[src/rtl/dec_pulse_pkg.sv]
// Shared encodings for the pulse-stretching 2-to-4 decoder: FSM states,
// one-hot width and the code-to-one-hot helper.
package dec_pulse_pkg;
  localparam int ONEHOT_W = 4;
  localparam int CODE_W   = 2;

  localparam logic [1:0] ST_IDLE  = 2'd0;
  localparam logic [1:0] ST_DRIVE = 2'd1;
  localparam logic [1:0] ST_GAP   = 2'd2;

  function automatic logic [ONEHOT_W-1:0] onehot4(input logic [CODE_W-1:0] code);
    onehot4 = ONEHOT_W'(1) << code;
  endfunction
endpackage

[src/rtl/dec_2to4_onehot.sv]
// Combinational 2-bit code to 4-bit one-hot with an enable; all-zero when disabled.
module dec_2to4_onehot
  import dec_pulse_pkg::*;
(
  input  logic                en,
  input  logic [CODE_W-1:0]   code,
  output logic [ONEHOT_W-1:0] onehot
);
  assign onehot = en ? onehot4(code) : '0;
endmodule

[src/rtl/dec_2to4_pulse.sv]
// Registered 2-to-4 one-hot decoder: accepts a code on valid/ready, holds the
// matching line for HOLD_CYCLES clocks, then idles GAP_CYCLES before re-arming.
module dec_2to4_pulse
  import dec_pulse_pkg::*;
#(
  parameter int HOLD_CYCLES = 4,
  parameter int GAP_CYCLES  = 1,
  parameter int CNT_W       = 8
) (
  input  logic                clk,
  input  logic                rst,
  input  logic                in_valid,
  input  logic [CODE_W-1:0]   in_code,
  output logic                in_ready,
  output logic [ONEHOT_W-1:0] out_onehot,
  output logic                out_active,
  output logic                done
);
  localparam int HOLD_EFF = (HOLD_CYCLES < 1) ? 1 : HOLD_CYCLES;
  localparam logic [CNT_W-1:0] HOLD_LD = CNT_W'(HOLD_EFF - 1);
  localparam logic [CNT_W-1:0] GAP_LD  = CNT_W'((GAP_CYCLES > 0) ? GAP_CYCLES - 1 : 0);

  logic [1:0]          st, st_nxt;
  logic [CNT_W-1:0]    cnt, cnt_nxt;
  logic [CODE_W-1:0]   code, code_nxt;
  logic [ONEHOT_W-1:0] oh_nxt;
  logic                done_nxt;

  always_comb begin
    st_nxt   = st;
    cnt_nxt  = cnt;
    code_nxt = code;
    done_nxt = 1'b0;
    case (st)
      ST_IDLE: begin
        if (in_valid && in_ready) begin
          st_nxt   = ST_DRIVE;
          cnt_nxt  = HOLD_LD;
          code_nxt = in_code;
        end
      end
      ST_DRIVE: begin
        if (cnt == '0) begin
          done_nxt = 1'b1;
          if (GAP_CYCLES > 0) begin
            st_nxt  = ST_GAP;
            cnt_nxt = GAP_LD;
          end else begin
            st_nxt = ST_IDLE;
          end
        end else begin
          cnt_nxt = cnt - 1'b1;
        end
      end
      ST_GAP: begin
        if (cnt == '0) st_nxt = ST_IDLE;
        else           cnt_nxt = cnt - 1'b1;
      end
      default: st_nxt = ST_IDLE;
    endcase
  end

  // Decode the next-state view so the registered output lines up with DRIVE.
  dec_2to4_onehot u_dec (
    .en    (st_nxt == ST_DRIVE),
    .code  (code_nxt),
    .onehot(oh_nxt)
  );

  always_ff @(posedge clk or posedge rst) begin
    if (rst) begin
      st         <= ST_IDLE;
      cnt        <= '0;
      code       <= '0;
      out_onehot <= '0;
      out_active <= 1'b0;
      done       <= 1'b0;
      in_ready   <= 1'b1;
    end else begin
      st         <= st_nxt;
      cnt        <= cnt_nxt;
      code       <= code_nxt;
      out_onehot <= oh_nxt;
      out_active <= (st_nxt == ST_DRIVE);
      done       <= done_nxt;
      in_ready   <= (st_nxt == ST_IDLE);
    end
  end
endmodule

[config.mk]
export PLATFORM = sky130hd
export DESIGN_NAME = dec_2to4_pulse
export DESIGN_NICKNAME = d
export VERILOG_FILES = /design/src/rtl/dec_pulse_pkg.sv /design/src/rtl/dec_2to4_onehot.sv /design/src/rtl/dec_2to4_pulse.sv
export SDC_FILE = /design/constraint.sdc
export NUM_CORES = 1
export LEC_CHECK = 0
export ABC_AREA = 0
export CORE_UTILIZATION = 50
export CTS_BUF_LIST = sky130_fd_sc_hd__clkbuf_8
export DETAILED_ROUTE_END_ITERATION = 10
export MAX_ROUTING_LAYER = met4
export PLACE_DENSITY = 0.73
export SLEW_MARGIN = 30
export SYNTH_ARGS = -nofsm -noshare
export SYNTH_HDL_FRONTEND = slang
export SYNTH_SLANG_ARGS = --single-unit
export TNS_END_PERCENT = 30
[constraint.sdc]
create_clock -name clk -period 5 [get_ports clk]
set_clock_uncertainty 0.1 [all_clocks]
set_input_delay 1 -clock clk [delete_from_list [all_inputs] [get_ports clk]]
set_output_delay 1 -clock clk [all_outputs]
set_load 0.05 [all_outputs]
Word level (Yosys, flattened, before mapping):

Cells that the tools add are included.

* multiplexer cells: 13
* reduce and logical (&&, ||, !) cells: 6
* equal/unequal tests: 5
* shift operators: 1
* add/subtract/negate cells: 1

Operators with widths (number)
* $mux 8: 3
* $pmux 8 s3: 1
* $mux 2: 5
* $logic_not 8->1: 1
* $sub 8x1->8 const B: 1
* $pmux 2 s3: 1
* $eq 2x1->1 const B: 2
* $logic_not 2->1: 2
* $mux 4: 1
* $ne 2x2->1 const B: 2
* $shl 1x2->4 const A: 1
* $reduce_and 3->1: 1
* $reduce_bool 3->1: 1
* $eq 2x2->1 const B: 1
* $mux 1: 2
* $logic_and 1x1->1: 1

* input port bits: 5
* bits in registers: 19
* logic and storage cells: 33
* output and inout port bits: 7

Logic depth before layout (Yosys ltp):

Gate-level depths: netlist of the first run.

* word-level depth: 5
* depth in mapped cells: 7
* mapped depth without buffers: 7

Modules after synthesis:

Synthesis of the first run repeated with hierarchy kept, for this count alone.

* cell total of the unflattened synthesis: 90
* area total of the unflattened synthesis: 977.2 um^2

Modules (own cells, without submodules)
* dec_2to4_pulse: area an instance 939.7 um^2, cells each 86, instances 1
* dec_2to4_onehot: area an instance 37.5 um^2, cells each 4, instances 1

Worst setup path before layout of the first run:

OpenSTA, ideal clock, no wires.

* path type: input -> register
* start point: input in_valid
* end point: register cnt[5]
* arrival time: 2190 ps
* path buffers: 1
* library setup time: 87 ps
* required time: 4813 ps
* setup slack: 2623 ps
* stages on the path: 5
* cells stage by stage: a21boi_1 -> a311o_1 -> buf_6 -> or4_1 -> a22oi_1

* word-level cells in the longest chain between the ends: 3

RTL lines
* start: declaration: RTL line dec_2to4_pulse.sv:12 `input logic in_valid,`
* $logic_and 1x1->1: RTL line dec_2to4_pulse.sv:36 `if (in_valid && in_ready) begin`
* $ne 2x2->1 (no source line)
* $reduce_and 3->1 (no source line)
* end signal: assignment: RTL line dec_2to4_pulse.sv:81 `cnt <= cnt_nxt;`
* end: declaration: RTL line dec_2to4_pulse.sv:24 `logic [CNT_W-1:0] cnt, cnt_nxt;`

No other way between the ends.
A chain may end at the register's enable or synchronous reset.

Worst setup path in the final report of the first run:

* start point: register in_ready
* end point: output in_ready

RTL lines
* start: declaration: RTL line dec_2to4_pulse.sv:14 `output logic in_ready,`
* start signal: assignment: RTL line dec_2to4_pulse.sv:86 `in_ready <= (st_nxt == ST_IDLE);`

No word-level cell between the ends.

==> flow_results.xml, run 1 <==
<?xml version="1.0" encoding="UTF-8"?>
<metrics>
  <group name="outcome">
    <metric name="outcome" unit="">finished clean</metric>
  </group>
  <group name="cts">
    <metric name="cts_tree" unit="">yes</metric>
    <metric name="cts-resized-gates" unit="">0</metric>
    <metric name="cts_post_setup_buffers_inserted" unit="">0</metric>
    <metric name="clkTransAtPathRegs" unit="ps">70</metric>
    <metric name="cts.root.buffer_cell" unit="">sky130_fd_sc_hd__clkbuf_8</metric>
    <metric name="cts_hold_fix_bufs" unit="">0</metric>
    <metric name="h-tree-depth" unit="">1</metric>
    <metric name="tritoncts_num_sinks" unit="">19</metric>
    <metric name="clock_latency_of_the_later_clocked_register_in_the_worst_skew_pair" unit="ps">250</metric>
    <metric name="cts_buffer_depth" unit="">2</metric>
    <metric name="cts_inserted_buffers" unit="">3</metric>
  </group>
  <group name="pwr">
    <metric name="power.ir.vdd_worst" unit="V">0.000418</metric>
    <metric name="static-leakage-power" unit="nW">0.528</metric>
    <metric name="sequential_power_share" unit="%">32.1</metric>
    <metric name="power_per_cell_area" unit="mW/mm^2">715</metric>
    <metric name="power_frac_clock" unit="%">12.6</metric>
    <metric name="combPwrFrac" unit="%">55.3</metric>
    <metric name="power.internal" unit="uW">437</metric>
    <metric name="switching_power" unit="uW">389</metric>
    <metric name="power.share.switching" unit="%">47.1</metric>
  </group>
  <group name="place">
    <metric name="dpl.hpwl" unit="um">1390</metric>
    <metric name="placement.io_buffers" unit="">11</metric>
    <metric name="gp_routability_congestion" unit="">0.908</metric>
    <metric name="placement.cell_area" unit="mm^2">0.00111</metric>
  </group>
  <group name="sta">
    <metric name="drv_slew" unit="">0</metric>
    <metric name="rsz0062_at_grt" unit="">false</metric>
    <metric name="period_minus_slack" unit="ps">2690</metric>
    <metric name="fmax" unit="GHz">0.371</metric>
    <metric name="final-setup-viol-count" unit="">0</metric>
    <metric name="final.hold.worst_slack" unit="ps">468</metric>
    <metric name="fin_tns_setup" unit="ps">0</metric>
    <metric name="timing_worst_slew_pin_value" unit="ps">725</metric>
    <metric name="slew_headroom" unit="%">51.6</metric>
    <metric name="post_route_clock_period_utilization" unit="%">53.9</metric>
    <metric name="final_report_hold_violation_count" unit="">0</metric>
  </group>
  <group name="synth">
    <metric name="yosysWarningCount" unit="">0</metric>
    <metric name="synthCells" unit="">90</metric>
    <metric name="synth-seq-cells" unit="">19</metric>
    <metric name="avgSynthCellArea" unit="um^2">10.9</metric>
    <metric name="yosys.cell_types.count" unit="">33</metric>
    <metric name="yosys.area.top_type_share" unit="%">46.0</metric>
    <metric name="synth_edf_count" unit="">0</metric>
    <metric name="synth-main-ff-cell" unit="">sky130_fd_sc_hd__dfrtp_1</metric>
    <metric name="synth.area.top_cells" unit="">sky130_fd_sc_hd__dfrtp_1 (46%), sky130_fd_sc_hd__ha_1 (6.4%), sky130_fd_sc_hd__a22oi_1 (3.8%)</metric>
    <metric name="portion_of_the_post_synthesis_area_used_by_sequential_elements" unit="%">48.7</metric>
    <metric name="synth_most_common_cell" unit="">sky130_fd_sc_hd__dfrtp_1</metric>
    <metric name="ys_async_sr_fraction" unit="%">100</metric>
    <metric name="synth.cells.most_frequent" unit="">sky130_fd_sc_hd__dfrtp_1 (18), sky130_fd_sc_hd__inv_1 (10), sky130_fd_sc_hd__nor2_1 (7)</metric>
    <metric name="syn_area" unit="um^2">978</metric>
    <metric name="synth_top_cell_by_area" unit="">sky130_fd_sc_hd__dfrtp_1</metric>
    <metric name="mappedNetlistNets" unit="">100</metric>
  </group>
  <group name="job">
    <metric name="max_cap_viols" unit="">0</metric>
  </group>
  <group name="global_routing">
    <metric name="grt_start_max_net_pins" unit="">20</metric>
    <metric name="antenna_found_initial" unit="">0</metric>
    <metric name="grt_usage" unit="%">22.3</metric>
    <metric name="total_congestion_overflow" unit="">0</metric>
    <metric name="first_pass_grt_wire_length" unit="um">3170</metric>
    <metric name="grt_pass1_vias" unit="">760</metric>
  </group>
  <group name="route">
    <metric name="vias" unit="">771</metric>
    <metric name="m1WireLength" unit="um">900</metric>
    <metric name="drc_marker_count_from_the_first_detailed_route_iteration" unit="">15</metric>
    <metric name="met3_wl_post_dr" unit="um">46</metric>
    <metric name="dr.pass1.iters" unit="">4</metric>
    <metric name="highest_layer" unit="">met4</metric>
    <metric name="routed_wire_length_per_instance" unit="um">14.9</metric>
    <metric name="routed_wire_length_on_met2" unit="um">964</metric>
    <metric name="count_of_antenna_violating_nets_left_after_detailed_routing" unit="">0</metric>
    <metric name="drc" unit="">0</metric>
    <metric name="drt-vias-per-instance" unit="">5.98</metric>
    <metric name="wirelength" unit="um">1920</metric>
  </group>
  <group name="setup_path">
    <metric name="crit_arrival" unit="ps">1590</metric>
    <metric name="cell_chain_critical_path" unit="">clkdlybuf4s50_1</metric>
    <metric name="critPathLaunchType" unit="">register</metric>
    <metric name="critPathSlowestCell" unit="">sky130_fd_sc_hd__clkdlybuf4s50_1</metric>
    <metric name="critical-path-top-delay-family" unit="">buffers and inverters</metric>
    <metric name="timing.critical_path.required" unit="ps">3900</metric>
    <metric name="worst-setup-path-type" unit="">register to primary output</metric>
    <metric name="timing.critical_path.buf_inv" unit="">1</metric>
    <metric name="crit_fanout" unit="">3</metric>
    <metric name="crit_path_max_incr_delay" unit="ps">800</metric>
    <metric name="end_kind" unit="">primary output</metric>
  </group>
  <group name="die">
    <metric name="ios" unit="">12</metric>
    <metric name="dieArea" unit="mm^2">0.00214</metric>
    <metric name="initial_core_utilization" unit="%">54.9</metric>
    <metric name="die_height" unit="um">46.2</metric>
    <metric name="die-width" unit="um">46.2</metric>
    <metric name="core-area" unit="mm^2">0.00178</metric>
    <metric name="row_count" unit="">15</metric>
  </group>
  <group name="cells_and_area">
    <metric name="num-nets-final" unit="">115</metric>
    <metric name="area_delta_synth_final" unit="%">17.9</metric>
    <metric name="number_of_diodes" unit="">0</metric>
    <metric name="drive_gt1_share" unit="%">10.6</metric>
    <metric name="fin_area" unit="mm^2">0.00115</metric>
  </group>
  <group name="worst_hold_path">
    <metric name="timing.hold.worst.class" unit="">register to register</metric>
  </group>
</metrics>
-- final cells by class --
type	count	area (um^2)
fill	152	629
multi-input combinational	60	453
inverter	10	37.5
tap	25	31.3
clock inverter	1	3.75
clock buffer	3	41.3
sequential	19	477
timing repair buffer	11	110
-- metal layers --
layer  up-vias  global-route usage (%)
met5         -                       -
met4         0                    11.2
met3         2                    3.53
met2        11                    38.9
met1       390                    24.4
li1        368                       -
-- kinds of logic (layout without fill, tap and decap cells) --
group	count (synthesis)	in the layout	share of synthesized area [%]
adders and majority gates	5	5	6.39
and+or+nand+nor	28	28	18.0
buffers and inverters	11	25	4.99
muxes	2	2	2.05
DFF	19	19	48.7
AOI/OAI and AO/OA	25	25	19.8
-- power groups by stage --
| stage | Sequential, mW | Clock, mW | Combinational [mW] |
|---|---|---|---|
| floorplan | 0.339 | 0 | 0.273 |
| global placement | 0.264 | 0 | 0.441 |
| detailed placement | 0.267 | 0 | 0.453 |
| CTS | 0.265 | 0.107 | 0.456 |
| global route | 0.272 | 0.114 | 0.500 |
| finish | 0.265 | 0.104 | 0.456 |
-- stage by stage --
step | std cells | setup slack (ps) | total power [mW] | utilization [%]
final | 129 | 2310 | 0.825 | 64.7
after global routing | 129 | 2230 | 0.886 | 64.7
after CTS | 129 | 2300 | 0.827 | 64.7
after detailed placement | 125 | 2060 | 0.720 | 62.2
after global placement | 125 | 2120 | 0.705 | 62.2
after floorplan | 90 | 2620 | 0.612 | -
-- worst paths after layout --
path	from	end	slack, ps	cells after the start
max	in_ready$_DFF_PP1_	in_ready	2310	1
min	cnt[0]$_DFFE_PP0P_	cnt[0]$_DFFE_PP0P_	470	2
max reg2reg	st[1]$_DFF_PP0_	cnt[7]$_DFFE_PP0P_	2750	6
min reg2reg	cnt[0]$_DFFE_PP0P_	cnt[0]$_DFFE_PP0P_	470	2
max in group asynchronous	rst	out_onehot[1]$_DFF_PP0_	3280	2
min in group asynchronous	rst	code[0]$_DFF_PP0_	1060	2
-- flip-flops by register name (all words and copies together) (netlist names) --
| register | cells |
|---|---|
| st | 2 |
| out_onehot | 4 |
| in_ready | 1 |
| out_active | 1 |
| done | 1 |
| code | 2 |
| cnt | 8 |
-- worst reg2reg max path, stage by stage (launching register included) --
cell	delay [ps]
sky130_fd_sc_hd__dfrtp_1	420
sky130_fd_sc_hd__inv_1	80
sky130_fd_sc_hd__ha_1	220
sky130_fd_sc_hd__a21boi_1	190
sky130_fd_sc_hd__a311o_1	480
sky130_fd_sc_hd__or4_1	500
sky130_fd_sc_hd__a22oi_1	160
-- layout by cell type (no fill, tap or decap), drive strengths merged --
cell type | netlist | final
clkdlybuf4s50 | 0 | 11
nor3b | 1 | 1
nor3 | 3 | 3
and3 | 1 | 1
clkbuf | 0 | 3
o22ai | 1 | 1
o31ai | 4 | 4
nor2 | 7 | 7
o21ai | 3 | 3
nand3 | 1 | 1
or2 | 1 | 1
o41ai | 1 | 1
or4 | 5 | 5
a22oi | 5 | 5
a311o | 1 | 1
inv | 10 | 11
dfrtp | 18 | 18
nand2b | 1 | 1
ha | 5 | 5
mux2i | 2 | 2
a311oi | 1 | 1
a31oi | 3 | 3
dfstp | 1 | 1
a21boi | 3 | 3
o21bai | 1 | 1
a2bb2oi | 1 | 1
nor4 | 5 | 5
a211oi | 1 | 1
or3 | 3 | 3
Power figures use the tool's default switching activity.
==> run 2, diff against run 1 <==
Settings changed: PLACE_DENSITY 0.73 to 0.76.
Clock period 5 ns to 2.3 ns, I/O delays scaled along.
==> flow_results.xml, run 2 (synthesis results as in run 1) <==
<?xml version="1.0" encoding="UTF-8"?>
<metrics>
  <group name="die">
    <metric name="dieArea" unit="mm^2">0.00214</metric>
    <metric name="core-area" unit="mm^2">0.00178</metric>
    <metric name="row_count" unit="">15</metric>
    <metric name="die-width" unit="um">46.2</metric>
    <metric name="initial_core_utilization" unit="%">54.9</metric>
    <metric name="ios" unit="">12</metric>
    <metric name="die_height" unit="um">46.2</metric>
  </group>
  <group name="route">
    <metric name="wirelength" unit="um">2070</metric>
    <metric name="dr.pass1.iters" unit="">4</metric>
    <metric name="drc" unit="">0</metric>
    <metric name="vias" unit="">782</metric>
    <metric name="routed_wire_length_per_instance" unit="um">15.5</metric>
    <metric name="count_of_antenna_violating_nets_left_after_detailed_routing" unit="">0</metric>
    <metric name="drt-vias-per-instance" unit="">5.84</metric>
    <metric name="drc_marker_count_from_the_first_detailed_route_iteration" unit="">15</metric>
  </group>
  <group name="setup_path">
    <metric name="worst-setup-path-type" unit="">register to primary output</metric>
    <metric name="critical-path-top-delay-family" unit="">buffers and inverters</metric>
    <metric name="timing.critical_path.buf_inv" unit="">1</metric>
    <metric name="cell_chain_critical_path" unit="">clkdlybuf4s50_1</metric>
    <metric name="critPathLaunchType" unit="">register</metric>
    <metric name="timing.critical_path.required" unit="ps">1740</metric>
    <metric name="critPathSlowestCell" unit="">sky130_fd_sc_hd__clkdlybuf4s50_1</metric>
    <metric name="end_kind" unit="">primary output</metric>
    <metric name="crit_path_max_incr_delay" unit="ps">800</metric>
    <metric name="crit_fanout" unit="">3</metric>
    <metric name="crit_arrival" unit="ps">1600</metric>
  </group>
  <group name="global_routing">
    <metric name="highest_utilization_routing_layer_at_the_global_route_stage" unit="">met2</metric>
    <metric name="grt_pass1_vias" unit="">732</metric>
    <metric name="global_route.usage.met2" unit="%">35.2</metric>
    <metric name="total_congestion_overflow" unit="">0</metric>
    <metric name="grt_start_max_net_pins" unit="">20</metric>
    <metric name="gr-usage-met1" unit="%">29.7</metric>
    <metric name="met3_usage" unit="%">4.71</metric>
    <metric name="antenna_found_initial" unit="">0</metric>
    <metric name="grt_usage" unit="%">23.0</metric>
    <metric name="first_pass_grt_wire_length" unit="um">3320</metric>
  </group>
  <group name="cells_and_area">
    <metric name="max_flop_register" unit="">cnt</metric>
    <metric name="num-nets-final" unit="">120</metric>
    <metric name="most_common_cell_after_layout_fill_and_taps_aside" unit="">sky130_fd_sc_hd__dfrtp_1</metric>
    <metric name="fin_area" unit="mm^2">0.00119</metric>
    <metric name="largest_registers" unit="">cnt: 8 flops, out_onehot: 4 flops</metric>
    <metric name="largest_register_ff_count" unit="">8</metric>
    <metric name="layout.cells.most_common_list" unit="">sky130_fd_sc_hd__dfrtp_1 (18), sky130_fd_sc_hd__inv_1 (11), sky130_fd_sc_hd__clkdlybuf4s50_1 (11)</metric>
    <metric name="area_delta_synth_final" unit="%">21.9</metric>
    <metric name="number_of_diodes" unit="">0</metric>
    <metric name="drive_gt1_share" unit="%">15.6</metric>
    <metric name="postLayoutCoreUtil" unit="%">66.9</metric>
  </group>
  <group name="place">
    <metric name="gp_routability_congestion" unit="">0.818</metric>
    <metric name="placement.io_buffers" unit="">11</metric>
    <metric name="dpl.hpwl" unit="um">1470</metric>
    <metric name="placement.cell_area" unit="mm^2">0.00115</metric>
    <metric name="worst_setup_slack_after_placement" unit="ps">9.85</metric>
  </group>
  <group name="outcome">
    <metric name="outcome" unit="">finished clean</metric>
  </group>
  <group name="pwr">
    <metric name="power.ir.vdd_worst" unit="V">0.000926</metric>
    <metric name="post-layout-total-power" unit="mW">1.90</metric>
    <metric name="static-leakage-power" unit="nW">0.553</metric>
    <metric name="power_per_cell_area" unit="mW/mm^2">1600</metric>
  </group>
  <group name="cts">
    <metric name="clock_latency_of_the_later_clocked_register_in_the_worst_skew_pair" unit="ps">260</metric>
    <metric name="tritoncts_num_sinks" unit="">19</metric>
    <metric name="h-tree-depth" unit="">1</metric>
    <metric name="cts_tree" unit="">yes</metric>
    <metric name="cts_buffer_depth" unit="">2</metric>
    <metric name="cts_hold_fix_bufs" unit="">0</metric>
    <metric name="cts_inserted_buffers" unit="">3</metric>
    <metric name="clkTransAtPathRegs" unit="ps">70</metric>
    <metric name="cts.root.buffer_cell" unit="">sky130_fd_sc_hd__clkbuf_8</metric>
    <metric name="cts-resized-gates" unit="">0</metric>
    <metric name="cts_post_setup_buffers_inserted" unit="">0</metric>
  </group>
  <group name="sta">
    <metric name="final-setup-viol-count" unit="">0</metric>
    <metric name="slew_headroom" unit="%">52.0</metric>
    <metric name="timing_worst_slew_pin_value" unit="ps">720</metric>
    <metric name="final.setup.worst_slack" unit="ps">143</metric>
    <metric name="drv_slew" unit="">0</metric>
    <metric name="fin_tns_setup" unit="ps">0</metric>
    <metric name="fmax" unit="GHz">0.464</metric>
    <metric name="final_report_hold_violation_count" unit="">0</metric>
    <metric name="post_route_clock_period_utilization" unit="%">93.8</metric>
    <metric name="period_minus_slack" unit="ps">2160</metric>
    <metric name="rsz0062_at_grt" unit="">false</metric>
  </group>
  <group name="worst_hold_path">
    <metric name="timing.hold.worst.class" unit="">register to register</metric>
  </group>
  <group name="job">
    <metric name="max_cap_viols" unit="">0</metric>
  </group>
</metrics>
==> run 2: final timing paths <==
| check | start | to | slack (ps) | depth (start not counted) |
|---|---|---|---|---|
| worst max-delay path | in_ready$_DFF_PP1_ | in_ready | 140 | 1 |
| worst min-delay path | code[1]$_DFF_PP0_ | code[1]$_DFF_PP0_ | 470 | 2 |
| worst max register to register | cnt[0]$_DFFE_PP0P_ | cnt[7]$_DFFE_PP0P_ | 160 | 6 |
| worst min register to register | code[1]$_DFF_PP0_ | code[1]$_DFF_PP0_ | 470 | 2 |
| max in group asynchronous | rst | out_onehot[1]$_DFF_PP0_ | 1120 | 2 |
| min in group asynchronous | rst | cnt[5]$_DFFE_PP0P_ | 520 | 2 |
==> run 2: report_power, final <==
group	leakage (nW)	internal, mW	switching, mW	total, mW
combinational	0.281	0.432	0.663	1.09
sequential	0.245	0.475	0.104	0.578
clock	0.0269	0.119	0.112	0.231
==> run 2: per-layer routing <==
metal	vias to the layer above	wire, um
met5	-	0
met4	0	27
met1	379	951
met3	4	75
met2	21	1020
li1	378	-
==> run 2: metrics by stage <==
| step | cells | hold slack, ps |
|---|---|---|
| floorplan | 90 | 310 |
| global placement | 130 | 438 |
| detailed placement | 130 | 442 |
| CTS | 134 | 464 |
| global route | 134 | 503 |
| finish | 134 | 465 |
==> run 2: layout make-up <==
class	instances	area, um^2
clock buffer	3	41.3
clock inverter	1	3.75
fill	141	591
inverter	10	37.5
multi-input combinational	60	454
sequential	19	477
tap	25	31.3
timing repair buffer	16	148
